**config.mk**
```make
export PLATFORM = sky130hd
export DESIGN_NAME = axi4_read_arbiter
export DESIGN_NICKNAME = d
export VERILOG_FILES = /design/src/rtl/axi4_read_arbiter_pkg.sv /design/src/rtl/axi4_read_arbiter_tracker.sv /design/src/rtl/axi4_read_arbiter.sv
export SDC_FILE = /design/constraint.sdc
export NUM_CORES = 1
export LEC_CHECK = 0
export ABC_AREA = 0
export ABC_CLOCK_PERIOD_IN_PS = 2500
export BUFFER_PORTS_ARGS = -buffer_cell sky130_fd_sc_hd__buf_2
export CORE_AREA = 8 8 657 659
export CTS_CLUSTER_SIZE = 10
export DETAILED_ROUTE_END_ITERATION = 7
export DIE_AREA = 0 0 665 667
export HOLD_SLACK_MARGIN = 0.1
export PLACE_DENSITY = 0.3
export SKIP_CTS_REPAIR_TIMING = 1
export SYNTH_ARGS = -nofsm -noshare
export SYNTH_HDL_FRONTEND = slang
export SYNTH_SLANG_ARGS = --single-unit
export TNS_END_PERCENT = 50
```
**constraint.sdc**
```tcl
create_clock -name CLK -period 2.5 [get_ports CLK]
set_input_delay 0.5 -clock CLK [delete_from_list [all_inputs] [get_ports CLK]]
set_output_delay 0.5 -clock CLK [all_outputs]
set_load 0.01 [all_outputs]
```
**src/rtl/axi4_read_arbiter_pkg.sv**
```systemverilog
// axi4_read_arbiter_pkg: shared types and constants for the two-port AXI4 read arbiter.
package axi4_read_arbiter_pkg;
    typedef enum logic {IDLE, ISSUE} arb_state_t;
    typedef logic port_idx_t;
    // ID and address are parameter-sized, so they are held beside this struct in the top.
    typedef struct packed {
        logic [7:0] len;
        logic [2:0] size;
        logic [1:0] burst;
    } ar_payload_t;
    localparam logic [3:0] AR_CACHE_DEFAULT = 4'b0011;
    localparam int CNT_WIDTH = 4;
endpackage

```
**src/rtl/axi4_read_arbiter_tracker.sv**
```systemverilog
// outstanding_tracker: per-port count of accepted-but-incomplete bursts with limit and sticky underflow flag.
module outstanding_tracker
    import axi4_read_arbiter_pkg::*;
#(
    parameter int C_MAX_OUTSTANDING = 4
) (
    input  logic i_clk,
    input  logic i_rst,
    input  logic i_inc,
    input  logic i_dec,
    output logic o_full,
    output logic o_busy,
    output logic o_err
);
    logic [CNT_WIDTH-1:0] r_cnt;
    logic                 r_err;
    logic                 w_under;

    // A retire with nothing outstanding is dropped and flagged instead of wrapping.
    assign w_under = i_dec & (r_cnt == '0);

    always_ff @(posedge i_clk or posedge i_rst) begin
        if (i_rst) begin
            r_cnt <= '0;
            r_err <= 1'b0;
        end else begin
            r_cnt <= r_cnt + CNT_WIDTH'(i_inc) - CNT_WIDTH'(i_dec & ~w_under);
            if (w_under) r_err <= 1'b1;
        end
    end

    assign o_full = r_cnt >= CNT_WIDTH'(C_MAX_OUTSTANDING);
    assign o_busy = r_cnt != '0;
    assign o_err  = r_err;
endmodule

```
**src/rtl/axi4_read_arbiter.sv**
```systemverilog
// axi4_read_arbiter: shares one AXI4 AR/R master between the CPU datapath (port 0) and HDMI scanout (port 1).
// One AR in flight at a time, ARID tagged with the port index, R beats routed back by RID MSB.
module axi4_read_arbiter
    import axi4_read_arbiter_pkg::*;
#(
    parameter int C_ID_WIDTH        = 2,
    parameter int C_ADDR_WIDTH      = 32,
    parameter int C_DATA_WIDTH      = 512,
    parameter int C_MAX_OUTSTANDING = 4
) (
    input  logic                    CLK,
    input  logic                    RST,
    input  logic [C_ID_WIDTH-1:0]   S0_ARID,
    input  logic [C_ADDR_WIDTH-1:0] S0_ARADDR,
    input  logic [7:0]              S0_ARLEN,
    input  logic [2:0]              S0_ARSIZE,
    input  logic [1:0]              S0_ARBURST,
    input  logic                    S0_ARVALID,
    output logic                    S0_ARREADY,
    output logic [C_ID_WIDTH-1:0]   S0_RID,
    output logic [C_DATA_WIDTH-1:0] S0_RDATA,
    output logic [1:0]              S0_RRESP,
    output logic                    S0_RLAST,
    output logic                    S0_RVALID,
    input  logic                    S0_RREADY,
    input  logic [C_ID_WIDTH-1:0]   S1_ARID,
    input  logic [C_ADDR_WIDTH-1:0] S1_ARADDR,
    input  logic [7:0]              S1_ARLEN,
    input  logic [2:0]              S1_ARSIZE,
    input  logic [1:0]              S1_ARBURST,
    input  logic                    S1_ARVALID,
    output logic                    S1_ARREADY,
    output logic [C_ID_WIDTH-1:0]   S1_RID,
    output logic [C_DATA_WIDTH-1:0] S1_RDATA,
    output logic [1:0]              S1_RRESP,
    output logic                    S1_RLAST,
    output logic                    S1_RVALID,
    input  logic                    S1_RREADY,
    input  logic                    S1_URGENT,
    output logic [C_ID_WIDTH:0]     M_ARID,
    output logic [C_ADDR_WIDTH-1:0] M_ARADDR,
    output logic [7:0]              M_ARLEN,
    output logic [2:0]              M_ARSIZE,
    output logic [1:0]              M_ARBURST,
    output logic                    M_ARLOCK,
    output logic [3:0]              M_ARCACHE,
    output logic [2:0]              M_ARPROT,
    output logic [3:0]              M_ARREGION,
    output logic [3:0]              M_ARQOS,
    output logic                    M_ARVALID,
    input  logic                    M_ARREADY,
    input  logic [C_ID_WIDTH:0]     M_RID,
    input  logic [C_DATA_WIDTH-1:0] M_RDATA,
    input  logic [1:0]              M_RRESP,
    input  logic                    M_RLAST,
    input  logic                    M_RVALID,
    output logic                    M_RREADY,
    output logic                    BUSY,
    output logic                    ERR
);
    arb_state_t              r_state;
    port_idx_t               r_rr;
    logic [C_ID_WIDTH:0]     r_id;
    logic [C_ADDR_WIDTH-1:0] r_addr;
    ar_payload_t             r_pl;
    logic [1:0]              w_full, w_busy, w_err, w_elig, w_inc, w_dec;
    logic                    w_gnt, w_rhs;
    port_idx_t               w_win, w_rp;

    assign w_elig = {S1_ARVALID & ~w_full[1], S0_ARVALID & ~w_full[0]};
    // Urgent scanout beats round-robin; otherwise the port not served last wins a tie.
    assign w_win  = (S1_URGENT & w_elig[1]) ? 1'b1 : (&w_elig) ? ~r_rr : w_elig[1];
    assign w_gnt  = (r_state == IDLE) & (|w_elig) & ~RST;
    assign S0_ARREADY = w_gnt & ~w_win;
    assign S1_ARREADY = w_gnt & w_win;
    assign w_inc = {S1_ARREADY, S0_ARREADY};

    assign w_rp  = M_RID[C_ID_WIDTH];
    assign w_rhs = M_RVALID & M_RREADY & M_RLAST;
    assign w_dec = {w_rhs & w_rp, w_rhs & ~w_rp};

    for (genvar k = 0; k < 2; k++) begin : g_trk
        outstanding_tracker #(.C_MAX_OUTSTANDING(C_MAX_OUTSTANDING)) u_trk (
            .i_clk (CLK),
            .i_rst (RST),
            .i_inc (w_inc[k]),
            .i_dec (w_dec[k]),
            .o_full(w_full[k]),
            .o_busy(w_busy[k]),
            .o_err (w_err[k])
        );
    end

    always_ff @(posedge CLK or posedge RST) begin
        if (RST) begin
            r_state <= IDLE;
            r_rr    <= 1'b1;
            r_id    <= '0;
            r_addr  <= '0;
            r_pl    <= '0;
        end else if (w_gnt) begin
            r_state <= ISSUE;
            r_rr    <= w_win;
            r_id    <= w_win ? {1'b1, S1_ARID} : {1'b0, S0_ARID};
            r_addr  <= w_win ? S1_ARADDR : S0_ARADDR;
            r_pl    <= w_win ? {S1_ARLEN, S1_ARSIZE, S1_ARBURST} : {S0_ARLEN, S0_ARSIZE, S0_ARBURST};
        end else if (r_state == ISSUE && M_ARREADY) begin
            r_state <= IDLE;
        end
    end

    assign M_ARVALID  = r_state == ISSUE;
    assign M_ARID     = r_id;
    assign M_ARADDR   = r_addr;
    assign M_ARLEN    = r_pl.len;
    assign M_ARSIZE   = r_pl.size;
    assign M_ARBURST  = r_pl.burst;
    assign M_ARLOCK   = 1'b0;
    assign M_ARCACHE  = AR_CACHE_DEFAULT;
    assign M_ARPROT   = 3'b0;
    assign M_ARREGION = 4'b0;
    assign M_ARQOS    = {3'b0, r_id[C_ID_WIDTH]};

    assign S0_RVALID = M_RVALID & ~w_rp;
    assign S1_RVALID = M_RVALID & w_rp;
    assign S0_RID    = M_RID[C_ID_WIDTH-1:0];
    assign S1_RID    = M_RID[C_ID_WIDTH-1:0];
    assign S0_RDATA  = M_RDATA;
    assign S1_RDATA  = M_RDATA;
    assign S0_RRESP  = M_RRESP;
    assign S1_RRESP  = M_RRESP;
    assign S0_RLAST  = M_RLAST;
    assign S1_RLAST  = M_RLAST;
    assign M_RREADY  = w_rp ? S1_RREADY : S0_RREADY;

    assign BUSY = M_ARVALID | (|w_busy);
    assign ERR  = |w_err;
endmodule

```
==> results of run 1 <==
-- metrics by stage --
step	hold WS, ns	TNS [ns]
floorplan	0.434	0
global placement	0.453	0
detailed placement	0.463	0
CTS	0.0686	-0.105
global route	0.102	0
finish	0.114	0
-- final cells by class --
cell class	instances	area share, %
clock inverter	4	0.625
multi-input combinational	205	14.4
inverter	14	0.474
sequential	60	12.9
timing repair buffer	197	9.55
clock buffer	11	2.18
antenna	1	0.0216
tap	5543	59.8
-- cell usage in the layout, fill, tap and decap left out, types with 2 or more instances in the layout --
cell type	n
buf_2	163
dfrtp_1	59
a2bb2oi_1	47
o21ai_0	46
buf_4	31
a311oi_1	28
a311oi_2	19
conb_1	15
inv_1	13
ha_1	9
clkbuf_16	9
a21oi_1	4
a21o_1	4
xor2_1	4
buf_12	3
nand4b_1	2
o21ai_1	2
nor2_1	2
nand2_1	2
o21bai_1	2
fa_1	2
ha_2	2
bufinv_16	2
clkbuf_8	2
-- power breakdown --
group          internal, mW  leakage (nW)  total [mW]  switching [mW]
Clock                 0.925         0.158        1.67           0.742
Sequential             1.47         0.677        1.82           0.352
Combinational          1.26          1.41        3.29            2.03
Total                  3.66          2.24        6.78            3.13
-- registers in the layout (all words and copies together), names as in the netlist --
signal and count:
g_trk.u_trk.r_cnt 8, M_ARVALID 1, g_trk.u_trk.o_err 2, M_ARLEN 8, M_ARSIZE 3, r_rr 1, M_ARADDR 32, M_ARBURST 2
M_ARID 3
-- worst max-delay path by stage --
stage / startpoint / endpoint / cells after the start
6_report: g_trk[0].u_trk.r_cnt[2] / S0_ARREADY / 6
5_1_grt: g_trk[0].u_trk.r_cnt[2] / S0_ARREADY / 6
4_1_cts: g_trk[0].u_trk.r_cnt[2] / S0_ARREADY / 6
3_5_place_dp: RST / g_trk[0].u_trk.r_cnt[1] / 6
3_3_place_gp: RST / g_trk[0].u_trk.r_cnt[1] / 6
2_1_floorplan: RST / g_trk[0].u_trk.r_cnt[1] / 7
-- routing by layer --
layer,vias to the layer above,routed length (um),share of wire (%)
met2,2140,123000,44
met3,215,106000,38
met5,-,2520,0.91
met1,2495,39300,14
met4,41,7100,2.6
li1,1546,-,-
-- worst reg2reg max path, stage by stage, from the launching register on --
cell and delay [ns]:
dfrtp_1 0.39, inv_1 0.08, ha_2 0.23, nand4b_1 0.18, buf_4 0.42, a311oi_1 0.65, a2bb2oi_1 0.13
-- cell families (layout without fill, tap and decap cells) --
logic type | count (synthesis) | count (layout) | share of synthesized area [%]
mux | 1 | 1 | 0.101
simple gates | 18 | 18 | 1.01
fa+ha+maj | 13 | 13 | 1.59
xor+xnor | 4 | 4 | 0.314
buf+inv | 1100 | 226 | 73.2
compound gates | 154 | 154 | 10.3
flops | 60 | 60 | 13.5
other cells | 2 | 16 | 0.0673
==> results by group, run 1 <==
Status
  • Status: finished clean

Global routing
  • Global-route track usage on met2: 18.6%
  • Met1 GRT Util: 4.74%
  • Tot GR Track Use: between 10% and 20%
  • Global-route wire length before repair: 295,000 um
  • Global route hottest layer: met3
  • Congestion Overflow GR: 0
  • Vias in the first global route: 6,379
  • Largest net degree at the start of global routing: 48
  • Initial antenna violation count: 10
  • Met3 Track Usage GR: 21.7%

Critical path
  • R2R setup slack: 0.25 ns
  • CP max-delay cell: dfrtp_1
  • Max incr delay on CP: 0.39 ns
  • Worst setup path class: reg -> out
  • CP required: about 2.0 ns
  • FF-to-FF End: M_ARBURST[0]
  • CP Cell Sequence: inv_1, ha_2, a22oi_2, or2_1, a21oi_2, buf_2
  • Delay-heaviest family, CP: flip-flops
  • Crit path launch type: register
  • Buf/Inv on CP: 2
  • Worst R2R Path Depth: 6
  • Reg2reg start: g_trk[0].u_trk.r_cnt[2]
  • Crit path arrival time: 1.84 ns
  • Worst Path Max Fanout: 5
  • Crit end category: primary output

Detailed routing
  • DRT antenna net count: 0
  • Via count: 6,437
  • DR iter-0 viols: 536
  • DRC viols: 0
  • Initial DRT Pass Iterations: 4
  • Routed length per instance: 46.0 um
  • Via/cell ratio: about 1.1
  • WL final: 278,000 um

Placed design
  • PortBufs: approximately 160
  • Placed cells: 6,018
  • Placed inst area: 11,300 um2
  • GP Congestion: between 0.7 and 0.8
  • HPWL Detailed: approximately 260,000 um
  • Dpl ws: 0.184 ns

Finish
  • Final nets: 1,121
  • Layout cells sized above 1: 49.7%
  • Final core utilization: roughly 2.8%
  • Multi-input gate area in the final layout: 1680 um2
  • Final Instance Area: 11,600 um2
  • Cell Count, Final, Fillers Out: 6,035
  • Fill cells: about 50,000
  • Area Overhead vs Synth: 4.05%
  • Flip-flop and latch area: 1500 um2

Synthesis
  • Cell taking the most area after synthesis: buf_4
  • Post-synth top cells: buf_4 (1,053), dfrtp_1 (59), a2bb2oi_1 (47), a311oi_1 (47), o21ai_0 (46)
  • Post-synth EDFFs: 0
  • Yosys cell types: 33
  • Synth top area cells: buf_4 (71%), dfrtp_1 (13%), a2bb2oi_1 (3.7%)
  • Register bit total from synthesis: 60
  • Synth Cell Area: ~11,000 um2
  • Syn_area_per_cell: 8.25 um2
  • Share of flip-flops with an asynchronous set or reset: between 90% and 100%
  • Syn Inst Count: 1,352
  • Area share of the largest cell type after synthesis: 70.9%
  • Sequential area share after synthesis: 13.5%
  • Leading cell type by number of instances after synthesis: buf_4
  • Synth Flop Type: dfrtp_1
  • Yosys warning total: 0

Timing
  • Fin crit period: 2.34 ns
  • Period utilization: 93.5%
  • Pins over their slew limit: 0
  • Setup ws final: 0.163 ns
  • RSZ-0062 raised after global routing: false
  • Clock skew: 0.0288 ns
  • Max Fclk: 428 MHz
  • Final setup fails: 0
  • Worst Tran Pin Value: 0.928 ns
  • Slew Limit Headroom: between 30% and 40%
  • Hold Fails Final Rpt: 0

Hold path
  • Worst hold path class: in -> async

Floorplan
  • Die Span Y: roughly 670 um
  • Starting Density: approximately 2.6%
  • Die area: 444,000 um2
  • Die Wd: between 600 and 700 um
  • Core ar.: 422,000 um2
  • # rows: between 200 and 250
  • I/O pin total: ~1,700

CTS
  • CTS tree: built
  • Clk Latency, worst-skew pair: roughly 0.42 ns
  • Clk root buf: clkbuf_16
  • Clock net sink count: 60
  • Number of CTS-inserted buffers: 9
  • CTS H-tree depth: 3
  • Clk buf depth: 2
  • Reg clk slew, reported paths: approximately 0.09 ns

Pwr
  • Design Power: just under 7 mW
  • Leakage power: 2.24 nW
  • Peak supply drop: between 0.3 and 0.4 mV
  • P per Cell Area: 584 nW/um2

Job
  • Max-cap violations: 0
Note: power is estimated with default switching activity, not from simulation.
==> inputs of run 2 (changes only) <==
--- a/config.mk
+++ b/config.mk
@@ -7,7 +7,7 @@
 export LEC_CHECK = 0
 export ABC_AREA = 0
 export ABC_CLOCK_PERIOD_IN_PS = 2500
-export BUFFER_PORTS_ARGS = -buffer_cell sky130_fd_sc_hd__buf_2
+export BUFFER_PORTS_ARGS = -buffer_cell sky130_fd_sc_hd__buf_4
 export CORE_AREA = 8 8 657 659
 export CTS_CLUSTER_SIZE = 10
 export DETAILED_ROUTE_END_ITERATION = 7
==> run 2 against run 1 <==
Clock skew increased by 0.00076 ns. Critical path depth unchanged. Sequential share of layout area decreased by 0.39 points. Via count decreased by 1.3%. Clock power decreased by 15%. Non-clock buffer count decreased by 3. Cell count about the same. Fmax increased by 0.22%. Combinational power increased by 8.2%. Largest cell class unchanged.
==> results by group, run 2 (synthesis results as in run 1) <==
Critical path
  • Crit path launch type: register
  • CP required: 2.00 ns (about the same)
  • Crit path arrival time: 1.83 ns (about the same)
  • R2R setup slack: 0.30 ns (+0.05 ns)
  • Worst R2R Path Depth: 6 (unchanged)
  • Worst Path Max Fanout: 5 (unchanged)
  • FF-to-FF End: M_ARADDR[12]
  • Reg2reg start: g_trk[0].u_trk.r_cnt[2]
  • Worst setup path class: reg -> out
  • Crit end category: primary output

Status
  • Status: finished clean

Placed design
  • Placed cells: 6,015 (-0.050%)
  • PortBufs: 163 (unchanged)
  • GP Congestion: 0.700 (-1.3%)
  • Placed inst area: 11,700 um2 (+3.5%)
  • HPWL Detailed: 263,000 um (-0.30%)

Hold path
  • Hold EP: M_ARVALID
  • Hold path cells: 2
  • Worst hold path class: in -> reg
  • Hold_sp: M_ARREADY

Global routing
  • Initial antenna violation count: 8 (-2)
  • Global-route wire length before repair: 293,000 um (-0.51%)
  • Global-route track usage on met2: 18.8% (+0.15 points)
  • Largest net degree at the start of global routing: 48 (unchanged)
  • Tot GR Track Use: 11.9% (-0.037 points)
  • Vias in the first global route: 6,397 (+0.28%)
  • Congestion Overflow GR: 0 (unchanged)
  • Global route hottest layer: met3
  • Met1 GRT Util: 4.54% (-0.20 points)
  • Met3 Track Usage GR: 21.9% (+0.19 points)

Timing
  • Fin crit period: 2.33 ns (-0.00516 ns)
  • Clock skew: 0.0296 ns (+0.000757 ns)
  • RSZ-0062 raised after global routing: false
  • Final setup fails: 0 (unchanged)
  • Slew Limit Headroom: 53.4% (+15 points)
  • Max Fclk: 429 MHz (+0.22%)
  • Pins over their slew limit: 0 (unchanged)
  • Worst Tran Pin Value: 0.694 ns (-0.234 ns)
  • Hold Fails Final Rpt: 0 (unchanged)
  • Period utilization: 93.3% (-0.21 points)

Floorplan
  • Die Wd: 665 um (unchanged)
  • I/O pin total: 1,727 (unchanged)
  • Die Span Y: 667 um (unchanged)
  • Die area: 444,000 um2 (unchanged)
  • Core ar.: 422,000 um2 (unchanged)
  • Starting Density: 2.65% (unchanged)
  • # rows: 239 (unchanged)

CTS
  • Clk root buf: clkbuf_16
  • Number of CTS-inserted buffers: 9 (unchanged)
  • Clk buf depth: 2 (unchanged)
  • Clk Latency, worst-skew pair: 0.41 ns (about the same)
  • CTS tree: built
  • Clock net sink count: 60 (unchanged)
  • CTS H-tree depth: 3 (unchanged)
  • Reg clk slew, reported paths: 0.07 ns (-0.02 ns)

Finish
  • Layout cells sized above 1: 48.9% (-0.82 points)
  • Most common cell after layout, fill and taps aside: buf_4
  • Fill cells: 50,368 (-0.14%)
  • Final nets: 1,118 (-0.27%)
  • Final Instance Area: 12,000 um2 (+3.1%)
  • Cell Count, Final, Fillers Out: 6,032 (-0.050%)
  • Area Overhead vs Synth: 7.30%
  • Commonest cells after routing, fill and taps aside: buf_4 (188), dfrtp_1 (59), a2bb2oi_1 (47)
  • N_diodes: 0 (-1)
  • Largest register FFs: 32 (unchanged)
  • Final core utilization: 2.84% (+0.086 points)

Detailed routing
  • Via count: 6,352 (-1.3%)
  • DR iter-0 viols: 514 (-4.1%)
  • Initial DRT Pass Iterations: 5 (+1)
  • DRT antenna net count: 0 (unchanged)
  • WL final: 277,000 um (-0.32%)
  • DRC viols: 0 (unchanged)
  • Routed length per instance: 45.9 um (-0.27%)
  • Via/cell ratio: 1.05 (-1.3%)

Job
  • Max-cap violations: 0 (unchanged)

Pwr
  • P per Cell Area: 565 nW/um2 (-3.4%)
  • Leakage power: 2.36 nW (+5.2%)
  • Peak supply drop: 0.379 mV (-2.8%)
  • Design Power: 6.76 mW (-0.34%)
run 2: cell count changes in the layout (fill, tap and decap cells not counted), moves of 2 or more:
cell,change
bufinv_16,-2
buf_4,+157
clkinv_4,+2
buf_2,-163
a311oi_1,+2
buf_12,+2
clkinvlp_4,+2
a311oi_2,-2
run 2: where the power goes:
part	internal [mW]	switching, mW
Combinational	1.51	2.05
Clock	0.707	0.716
Sequential	1.47	0.310
Total	3.68	3.08
run 2: worst max-delay path, cell delays in order, from the launching register on:
cell and delay (ns):
dfrtp_1 0.34, inv_1 0.06, ha_1 0.26, and4b_2 0.27, nor3_2 0.22, buf_4 0.17
buf_4 0.12
run 2: worst max path at each step:
| stage | slack [ns] | endpoint | cells past startpoint | from |
|---|---|---|---|---|
| after CTS | -0.03 | S1_ARREADY | 6 | g_trk[0].u_trk.r_cnt[2] |
| after detailed placement | 0.27 | g_trk[1].u_trk.r_cnt[1] | 6 | RST |
| final | 0.17 | S1_ARREADY | 6 | g_trk[0].u_trk.r_cnt[2] |
| after global routing | 0.03 | S1_ARREADY | 6 | g_trk[0].u_trk.r_cnt[2] |
| after floorplan | 0.26 | g_trk[0].u_trk.r_cnt[1] | 7 | RST |
| after global placement | 0.31 | S1_ARREADY | 6 | RST |
run 2: stage by stage:
stage,hold slack (ns),setup slack [ns],TNS (ns)
final,0.286,0.169,0
after global routing,0.253,0.0309,0
after CTS,0.0678,-0.0322,-0.0383
after detailed placement,0.482,0.267,0
after global placement,0.489,0.312,0
after floorplan,0.434,0.257,0
run 2: metal layers:
metal	part of all wire (%)	vias to the layer above
li1	-	1529
met1	14	2463
met2	45	2145
met3	39	180
met4	2.0	35
met5	1.0	-
run 2: area by class of cell:
class	instances	area, um2	area share, %
flip-flops and latches	60	1500	12.6
inverters	14	55.1	0.460
well taps	5543	6940	58.0
clock inverters	6	48.8	0.408
clock buffers	10	239	2.00
repair buffers	194	1520	12.7
multi-input cells	205	1670	13.9
